--- config.mk ---
export PLATFORM = sky130hd
export DESIGN_NAME = delay_sensor_reader
export DESIGN_NICKNAME = d
export VERILOG_FILES = /design/src/rtl/delay_sensor_reader.sv
export SDC_FILE = /design/constraint.sdc
export NUM_CORES = 1
export LEC_CHECK = 0
export CAP_MARGIN = 20
export CORE_MARGIN = 5
export CORE_UTILIZATION = 45
export DETAILED_ROUTE_END_ITERATION = 10
export GPL_ROUTABILITY_DRIVEN = 0
export PLACE_DENSITY = 0.72
export RECOVER_POWER = 25
export SLEW_MARGIN = 25
export SYNTH_ARGS = -nofsm -noshare
export SYNTH_HDL_FRONTEND = slang
export SYNTH_SLANG_ARGS = --single-unit
--- constraint.sdc ---
create_clock -name clk -period 4.1 [get_ports clk]
set_input_delay 0.41 -clock clk [delete_from_list [all_inputs] [get_ports clk]]
set_output_delay 0.41 -clock clk [all_outputs]
set_load 0.01 [all_outputs]
--- src/rtl/delay_sensor_reader.sv ---
// Capture side of the inverter-chain delay sensor: resynchronise the tap vector, decode the
// leading run of 1s and average it over 2^AVG_LOG2 samples. Define DELAY_SENSOR_READER_MINMAX_EN for min/max.
module delay_sensor_reader #(
  parameter int N_TAPS   = 8,
  parameter int AVG_LOG2 = 4,
  parameter int OUT_W    = 8
) (
  input  logic              clk,
  input  logic              rst_n,
  input  logic              start,
  input  logic              continuous,
  input  logic [N_TAPS-1:0] taps,
  output logic [OUT_W-1:0]  result,
  output logic              result_valid,
  output logic              busy,
  output logic              bubble_err,
  output logic [OUT_W-1:0]  code_min,
  output logic [OUT_W-1:0]  code_max
);
  localparam int CW = $clog2(N_TAPS + 1);
  localparam int AW = CW + AVG_LOG2;

  typedef enum logic [1:0] {IDLE, FLUSH, ACCUM, DONE} state_t;
  state_t state, next_state;

  logic [N_TAPS-1:0]   taps_s1, taps_s2;
  logic [CW-1:0]       code;
  logic                bubble;
  logic                run_open;
  logic [AW-1:0]       acc;
  logic [AVG_LOG2-1:0] sample_cnt;
  logic                flush_cnt;
  logic                win_clear;
  logic                bubble_clear;
  logic                accum_en;
  logic                done_en;

  // Free-running two-flop synchroniser; taps are asynchronous to clk.
  always_ff @(posedge clk or negedge rst_n) begin
    if (!rst_n) begin
      taps_s1 <= '0;
      taps_s2 <= '0;
    end else begin
      taps_s1 <= taps;
      taps_s2 <= taps_s1;
    end
  end

  // Code is the run of 1s from bit 0; any 1 after the first 0 is a bubble.
  always_comb begin
    code     = '0;
    bubble   = 1'b0;
    run_open = 1'b1;
    for (int unsigned i = 0; i < N_TAPS; i++) begin
      if (run_open) begin
        if (taps_s2[i]) code = code + CW'(1);
        else            run_open = 1'b0;
      end else if (taps_s2[i]) begin
        bubble = 1'b1;
      end
    end
  end

  always_ff @(posedge clk or negedge rst_n) begin
    if (!rst_n) state <= IDLE;
    else        state <= next_state;
  end

  always_comb begin
    next_state   = state;
    win_clear    = 1'b0;
    bubble_clear = 1'b0;
    accum_en     = 1'b0;
    done_en      = 1'b0;
    unique case (state)
      IDLE: begin
        if (start) begin
          next_state   = FLUSH;
          win_clear    = 1'b1;
          bubble_clear = 1'b1;
        end
      end
      FLUSH: begin
        if (flush_cnt) next_state = ACCUM;
      end
      ACCUM: begin
        accum_en = 1'b1;
        if (sample_cnt == '1) next_state = DONE;
      end
      DONE: begin
        done_en = 1'b1;
        if (continuous) begin
          next_state = ACCUM;
          win_clear  = 1'b1;
        end else begin
          next_state = IDLE;
        end
      end
      default: next_state = IDLE;
    endcase
  end

  assign busy = (state != IDLE);

  always_ff @(posedge clk or negedge rst_n) begin
    if (!rst_n) begin
      acc          <= '0;
      sample_cnt   <= '0;
      flush_cnt    <= 1'b0;
      bubble_err   <= 1'b0;
      result       <= '0;
      result_valid <= 1'b0;
    end else begin
      result_valid <= done_en;
      flush_cnt    <= (state == FLUSH) ? ~flush_cnt : 1'b0;
      if (bubble_clear)            bubble_err <= 1'b0;
      else if (accum_en && bubble) bubble_err <= 1'b1;
      if (win_clear) begin
        acc        <= '0;
        sample_cnt <= '0;
      end else if (accum_en) begin
        acc        <= acc + AW'(code);
        sample_cnt <= sample_cnt + AVG_LOG2'(1);
      end
      if (done_en) result <= OUT_W'(acc[AW-1:AVG_LOG2]);
    end
  end

`ifdef DELAY_SENSOR_READER_MINMAX_EN
  logic [CW-1:0] win_min, win_max;

  always_ff @(posedge clk or negedge rst_n) begin
    if (!rst_n) begin
      win_min  <= '1;
      win_max  <= '0;
      code_min <= '0;
      code_max <= '0;
    end else begin
      if (win_clear) begin
        win_min <= '1;
        win_max <= '0;
      end else if (accum_en) begin
        if (code < win_min) win_min <= code;
        if (code > win_max) win_max <= code;
      end
      if (done_en) begin
        code_min <= OUT_W'(win_min);
        code_max <= OUT_W'(win_max);
      end
    end
  end
`else
  assign code_min = '0;
  assign code_max = '0;
`endif

endmodule

Word-level counts from Yosys, hierarchy flattened
Cells that the tools add are included.
{ "totals": {"ram_bits": 0, "mem_count": 0, "mem_bits_ro": 0, "elab_cells": 91, "register_bits": 37, "latchBits": 0} }
{ "op_classes": {"mul": 0, "div_mod_pow": 0, "eq_ne": 7, "n_lt_le_gt_ge": 0, "n_reduce_logical": 6, "n_addsub": 9, "mux": 59, "shifts": 0, "n_bitwise": 1} }
{ "ops": {"columns": ["cell", "n"], "rows": [
  ["4-bit two-way mux", 16],
  ["1-bit two-way mux", 35],
  ["4-bit by 1-bit adder with 4-bit output (second input constant)", 8],
  ["8-bit two-way mux", 2],
  ["8-bit by 4-bit adder with 8-bit output", 1],
  ["2-bit two-way mux", 4],
  ["2-bit one-hot mux with 4 select lines", 1],
  ["2-bit inequality test (second input constant)", 3],
  ["2-bit nonzero test", 3],
  ["2-bit == test (second input constant)", 2],
  ["4-bit == test (second input constant)", 1],
  ["3-bit AND reduction", 1],
  ["2-bit by 1-bit == test with 1-bit output (second input constant)", 1],
  ["2-bit logical NOT", 1],
  ["1-bit one-hot mux with 2 select lines", 1],
  ["1-bit logical AND", 1],
  ["1-bit NOT", 1]
]} }

Logic depth before layout (Yosys ltp)
{ "logic_depth": {"ltp_word": 25, "ltp_mapped": 20, "ltp_nobuf": 20} }

Worst setup path before layout
OpenSTA, ideal clock, no wires.
{ "synth_timing": {"path_type": "register to register", "startpoint": "register taps_s2[2]", "endpoint": "register acc[5]", "arrival_time_ns": 4.007, "path_slack_ns": -0.039, "path_stages_with_launch": 19, "period_less_slack_ns": 4.139, "t_required_ns": 3.968, "path_buffers": 0, "cell_sequence": "dfrtp_1 inv_1 a21boi_0 ha_1 o21a_1 ha_1 a21oi_1 mux2_2 ha_1 o21a_1 ha_1 mux2_2 o21a_1 ha_1 a21o_1 a21oi_1 o21ai_0 xnor2_1 nor2_1"} }
{ "synth_via": {"elab_chain_cells": 20, "word_cells_on_any_way": 26} }
{ "synth_rtl": {"columns": ["element", "line_no", "rtl"], "rows": [
  ["start, declared", "26", "logic [N_TAPS-1:0] taps_s1, taps_s2;"],
  ["start signal, assigned", "45", "taps_s2 <= taps_s1;"],
  ["4-bit two-way mux", "56", "if (taps_s2[i]) code = code + CW'(1);"],
  ["4-bit two-way mux", "55", "if (run_open) begin"],
  ["4-bit by 1-bit adder with 4-bit output", "56", null],
  ["4-bit two-way mux", "56", null],
  ["4-bit two-way mux", "55", null],
  ["4-bit by 1-bit adder with 4-bit output", "56", null],
  ["4-bit two-way mux", "56", null],
  ["4-bit two-way mux", "55", null],
  ["(+4 left out)", null, null],
  ["4-bit two-way mux", "56", null],
  ["4-bit two-way mux", "55", null],
  ["4-bit by 1-bit adder with 4-bit output", "56", null],
  ["4-bit two-way mux", "56", null],
  ["4-bit two-way mux *", "55", null],
  ["8-bit by 4-bit adder with 8-bit output *", "122", "acc <= acc + AW'(code);"],
  ["8-bit two-way mux *", "121", "end else if (accum_en) begin"],
  ["8-bit two-way mux *", "118", "if (win_clear) begin"],
  ["end signal, assigned", "122", null],
  ["end, declared", "30", "logic [AW-1:0] acc;"]
]} }
Every way passes the cells marked *; elsewhere a longest branch is shown, timed or not. The select of a mux whose other input is x is not followed.
A chain may end at the register's enable or synchronous reset.

Worst setup path in the final report
{ "layout_timing": {"startpoint": "register taps_s2[1]", "endpoint": "register acc[3]"} }
{ "layout_via": {"elab_chain_cells": 23, "word_cells_on_any_way": 30} }
{ "layout_rtl": {"columns": ["element", "line_no"], "rows": [
  ["4-bit two-way mux", "56"],
  ["4-bit two-way mux", "55"],
  ["4-bit by 1-bit adder with 4-bit output", "56"],
  ["4-bit two-way mux", "56"],
  ["4-bit two-way mux", "55"],
  ["4-bit by 1-bit adder with 4-bit output", "56"],
  ["4-bit two-way mux", "56"],
  ["4-bit two-way mux", "55"],
  ["(+7 left out)", null],
  ["4-bit two-way mux", "56"],
  ["4-bit two-way mux", "55"],
  ["4-bit by 1-bit adder with 4-bit output", "56"],
  ["4-bit two-way mux", "56"],
  ["4-bit two-way mux *", "55"],
  ["8-bit by 4-bit adder with 8-bit output *", "122"],
  ["8-bit two-way mux *", "121"],
  ["8-bit two-way mux *", "118"]
]} }
Marked as above.

==> impl_metrics.toml <==
[yosys]
synth_common_cells = "dfrtp_1, buf_4, nor2_1, ha_1, inv_1"
synth.most_common_cell = "dfrtp_1"
ys_warn_count = 0
synthCells = 197
yosysTopAreaCellShare_pct = 45.20
synth_area_per_cell_um2 = 10.40
synth_sequential_area_ratio_pct = 45.20
synth_enable_flop_cells = 0
synth_ff_type = "dfrtp_1"
synthArstFlopShare_pct = 100.0
synthTopCellsByArea = "dfrtp_1, ha_1, buf_4"
synth_area_um2 = 2048
ys_ff_latch = 37
yosysTopAreaCell = "dfrtp_1"
synth.distinct_cells = 40

[die]
dieArea_um2 = 6001
die_w_um = 77.47
die_h_um = 77.47
rows = 24
start_util_pct = 46.72
io_pins = 39
core_um2 = 4384

[global_routing]
grt_overflow = 0
grt_util_all_layers_pct = 11.53
antenna_found_initial = 0
grt_pass1_wl_mm = 5.671
grt_max_degree = 38
grt_pass1_vias = 1305

[timing]
worst_pin_slew_ns = 1.843
clock_skew_ns = 0.003707
maxSlewViolCount = 38
fin_crit_sh_pct = 96.03
fin_ws_ns = 0.1628
fin_setup_tns_ns = 0
hold_viol = 0
period_minus_slack_ns = 3.937
max_slew_margin_pct = -22.85
fmax_mhz = 254.0
setup_viol = 0

[setup_path]
rrSetupSlack_ns = 0.16
slowest_delay_ns = 0.41
crit_slowest_cell = "dfrtp_1"
cpLargestDelayFamily = "adder cells"
end_kind = "flop"
path_cells = "and2_4 -> ha_1 -> o21a_1 -> ha_4 -> a21oi_1 -> mux2_4 -> ha_4 -> o21a_1 -> ha_1 -> mux2_2 -> o21a_1 -> ha_1 -> a21o_1 -> a21oi_2 -> buf_4 -> xnor2_1 -> mux2i_1 -> nor2_1"
r2r_cells = 18
critical_path_class = "flop to flop"
critPathBufInv = 1
cp.required_ns = 4.23
cp_max_fo = 3
timing.rr.end = "acc[3]"
critPathLaunchType = "flop"
rr_startpoint = "taps_s2[1]"
arrival_ns = 4.07

[clocking]
cts_sinks = 37
clkLatencyLatePin_ns = 0.28
clock_path_buffers = 2
cts_made_buffers = 5
root_buffer = "clkbuf_8"
cts-hold-fix-buffers = 0
cts_max_level = 2
cts_tree = "built"
clk_pin_slew_worst_paths_ns = 0.06

[run]
maxCapViolations = 1

[place]
io_buffers = 18
pre_cts_ws_ns = -0.01381
dp_hpwl_mm = 2.595

[routing]
wl_met2_mm = 1.656
drtPass1Iterations = 4
met1_length_mm = 1.579
routedWlPerCell_um = 12.49
antenna_left = 0
dr_wl_met3_um = 194
vias = 1411
top_layer = "met4"
routed_wl_mm = 3.498
viasPerCell = 5.039
drc = 0
drt_iter0_drc = 42

[min_path]
min_from = "taps_s1[0]"
whs_path_depth = 0
hold_end = "taps_s2[0]"
hp-class = "flop to flop"

[status]
outcome = "finished, violations left"
violations = "max-capacitance violations, max-slew violations"

[power_and_ir_drop]
power_frac_seq_pct = 40.2
p_clk_share_pct = 25.3
intPower_uw = 836.2
ir_drop_mv = 0.3680
switching_share_pct = 32.34
combPwrFrac_pct = 34.4
p_switching_uw = 399.7
leakagePower_uw = 0.001134
total_power_uw = 1236
p_per_area_nw_per_um2 = 505.8

[finish]
syn_to_final_growth_pct = 19.30
antenna_cells = 0
drive_above_1_share_pct = 16.23
fin_nets = 255
final_util_pct = 55.74
-- how the worst max path moves through the flow --
stage | slack (ns) | from | cells past startpoint | endpoint
floorplan | 0.05 | taps_s2[2] | 18 | acc[5]
global placement | 0.02 | taps_s2[1] | 17 | acc[4]
detailed placement | -0.01 | taps_s2[0] | 17 | acc[4]
CTS | 0.006 | taps_s2[0] | 18 | acc[6]
global route | -0.02 | taps_s2[1] | 18 | acc[6]
finish | 0.16 | taps_s2[1] | 18 | acc[3]
-- cell usage in the layout (no fill, tap or decap), drive strengths merged, types with 4 or more instances in the layout --
cell / n
a21oi: 8
nand2: 9
clkdlybuf4s50: 9
inv: 12
o21a: 5
dlygate4sd3: 8
nor2: 17
buf: 10
o21ai: 11
xnor2: 4
clkbuf: 8
dfrtp: 37
mux2i: 5
xor2: 5
mux2: 6
nand3: 5
ha: 15
conb: 20
nor3: 4
-- state kept, by name, summed over array words and instances (netlist names) --
register and flops:
result 4, taps_s1 8, acc 8, taps_s2 8, bubble_err 1, result_valid 1
state 2, flush_cnt 1, sample_cnt 4
-- cell families after synthesis --
family,Yosys count,share of synthesized area (%)
AO/OA/AOI/OAI,36,11.18
XOR/XNOR,9,3.848
adder cells (fa/ha/maj),16,10.14
buffers and inverters,36,10.69
flip-flops,37,45.20
multiplexers,11,5.742
other,1,0.1831
AND/OR/NAND/NOR,51,13.01
-- power by group through the flow --
| stage | registers [uW] | clock network [uW] | logic [uW] |
|---|---|---|---|
| 6_report | 497 | 313 | 426 |
| 5_1_grt | 508 | 340 | 479 |
| 4_1_cts | 497 | 323 | 421 |
| 3_5_place_dp | 504 | 0 | 414 |
| 3_3_place_gp | 501 | 0 | 405 |
| 2_1_floorplan | 497 | 0 | 302 |
-- per-stage QoR --
step                      instances  hold slack (ns)  area, um2
after CTS                       279           0.2200       2374
after floorplan                 216           0.1144       2120
after global placement          271           0.3331       2253
after global routing            280           0.3545       2444
final                           280           0.3471       2444
after detailed placement        271           0.3355       2253
-- final cells by class --
class / count / area, um2
clock buffer: 7 / 86.33
clock inverter: 1 / 30.03
fill: 380 / 1941
inverter: 12 / 45.04
multi-input combinational: 143 / 1042
sequential: 37 / 925.9
tap: 52 / 65.06
timing repair buffer: 28 / 249.0
-- what timing repair did --
item,CTS,global route
pin swaps,0,3
gates resized for setup,2,13
endpoints found under the setup margin,3,6
buffers inserted,0,1
-- worst reg2reg max path, cell delays in order (launching register included) --
cell and delay (ns):
dfrtp_1 0.41, and2_4 0.16, ha_1 0.28, o21a_1 0.21, ha_4 0.28, a21oi_1 0.06, mux2_4 0.29, ha_4 0.22
o21a_1 0.18, ha_1 0.28, mux2_2 0.27, o21a_1 0.17, ha_1 0.27, a21o_1 0.19, a21oi_2 0.15, buf_4 0.14
xnor2_1 0.05, mux2i_1 0.13, nor2_1 0.05
-- routing by layer --
layer,GRT usage (%),up-vias
met5,0,-
met4,5.155,0
met3,3.125,7
met2,17.68,44
met1,15.27,667
li1,-,693
(Power assumes the default switching activity.)
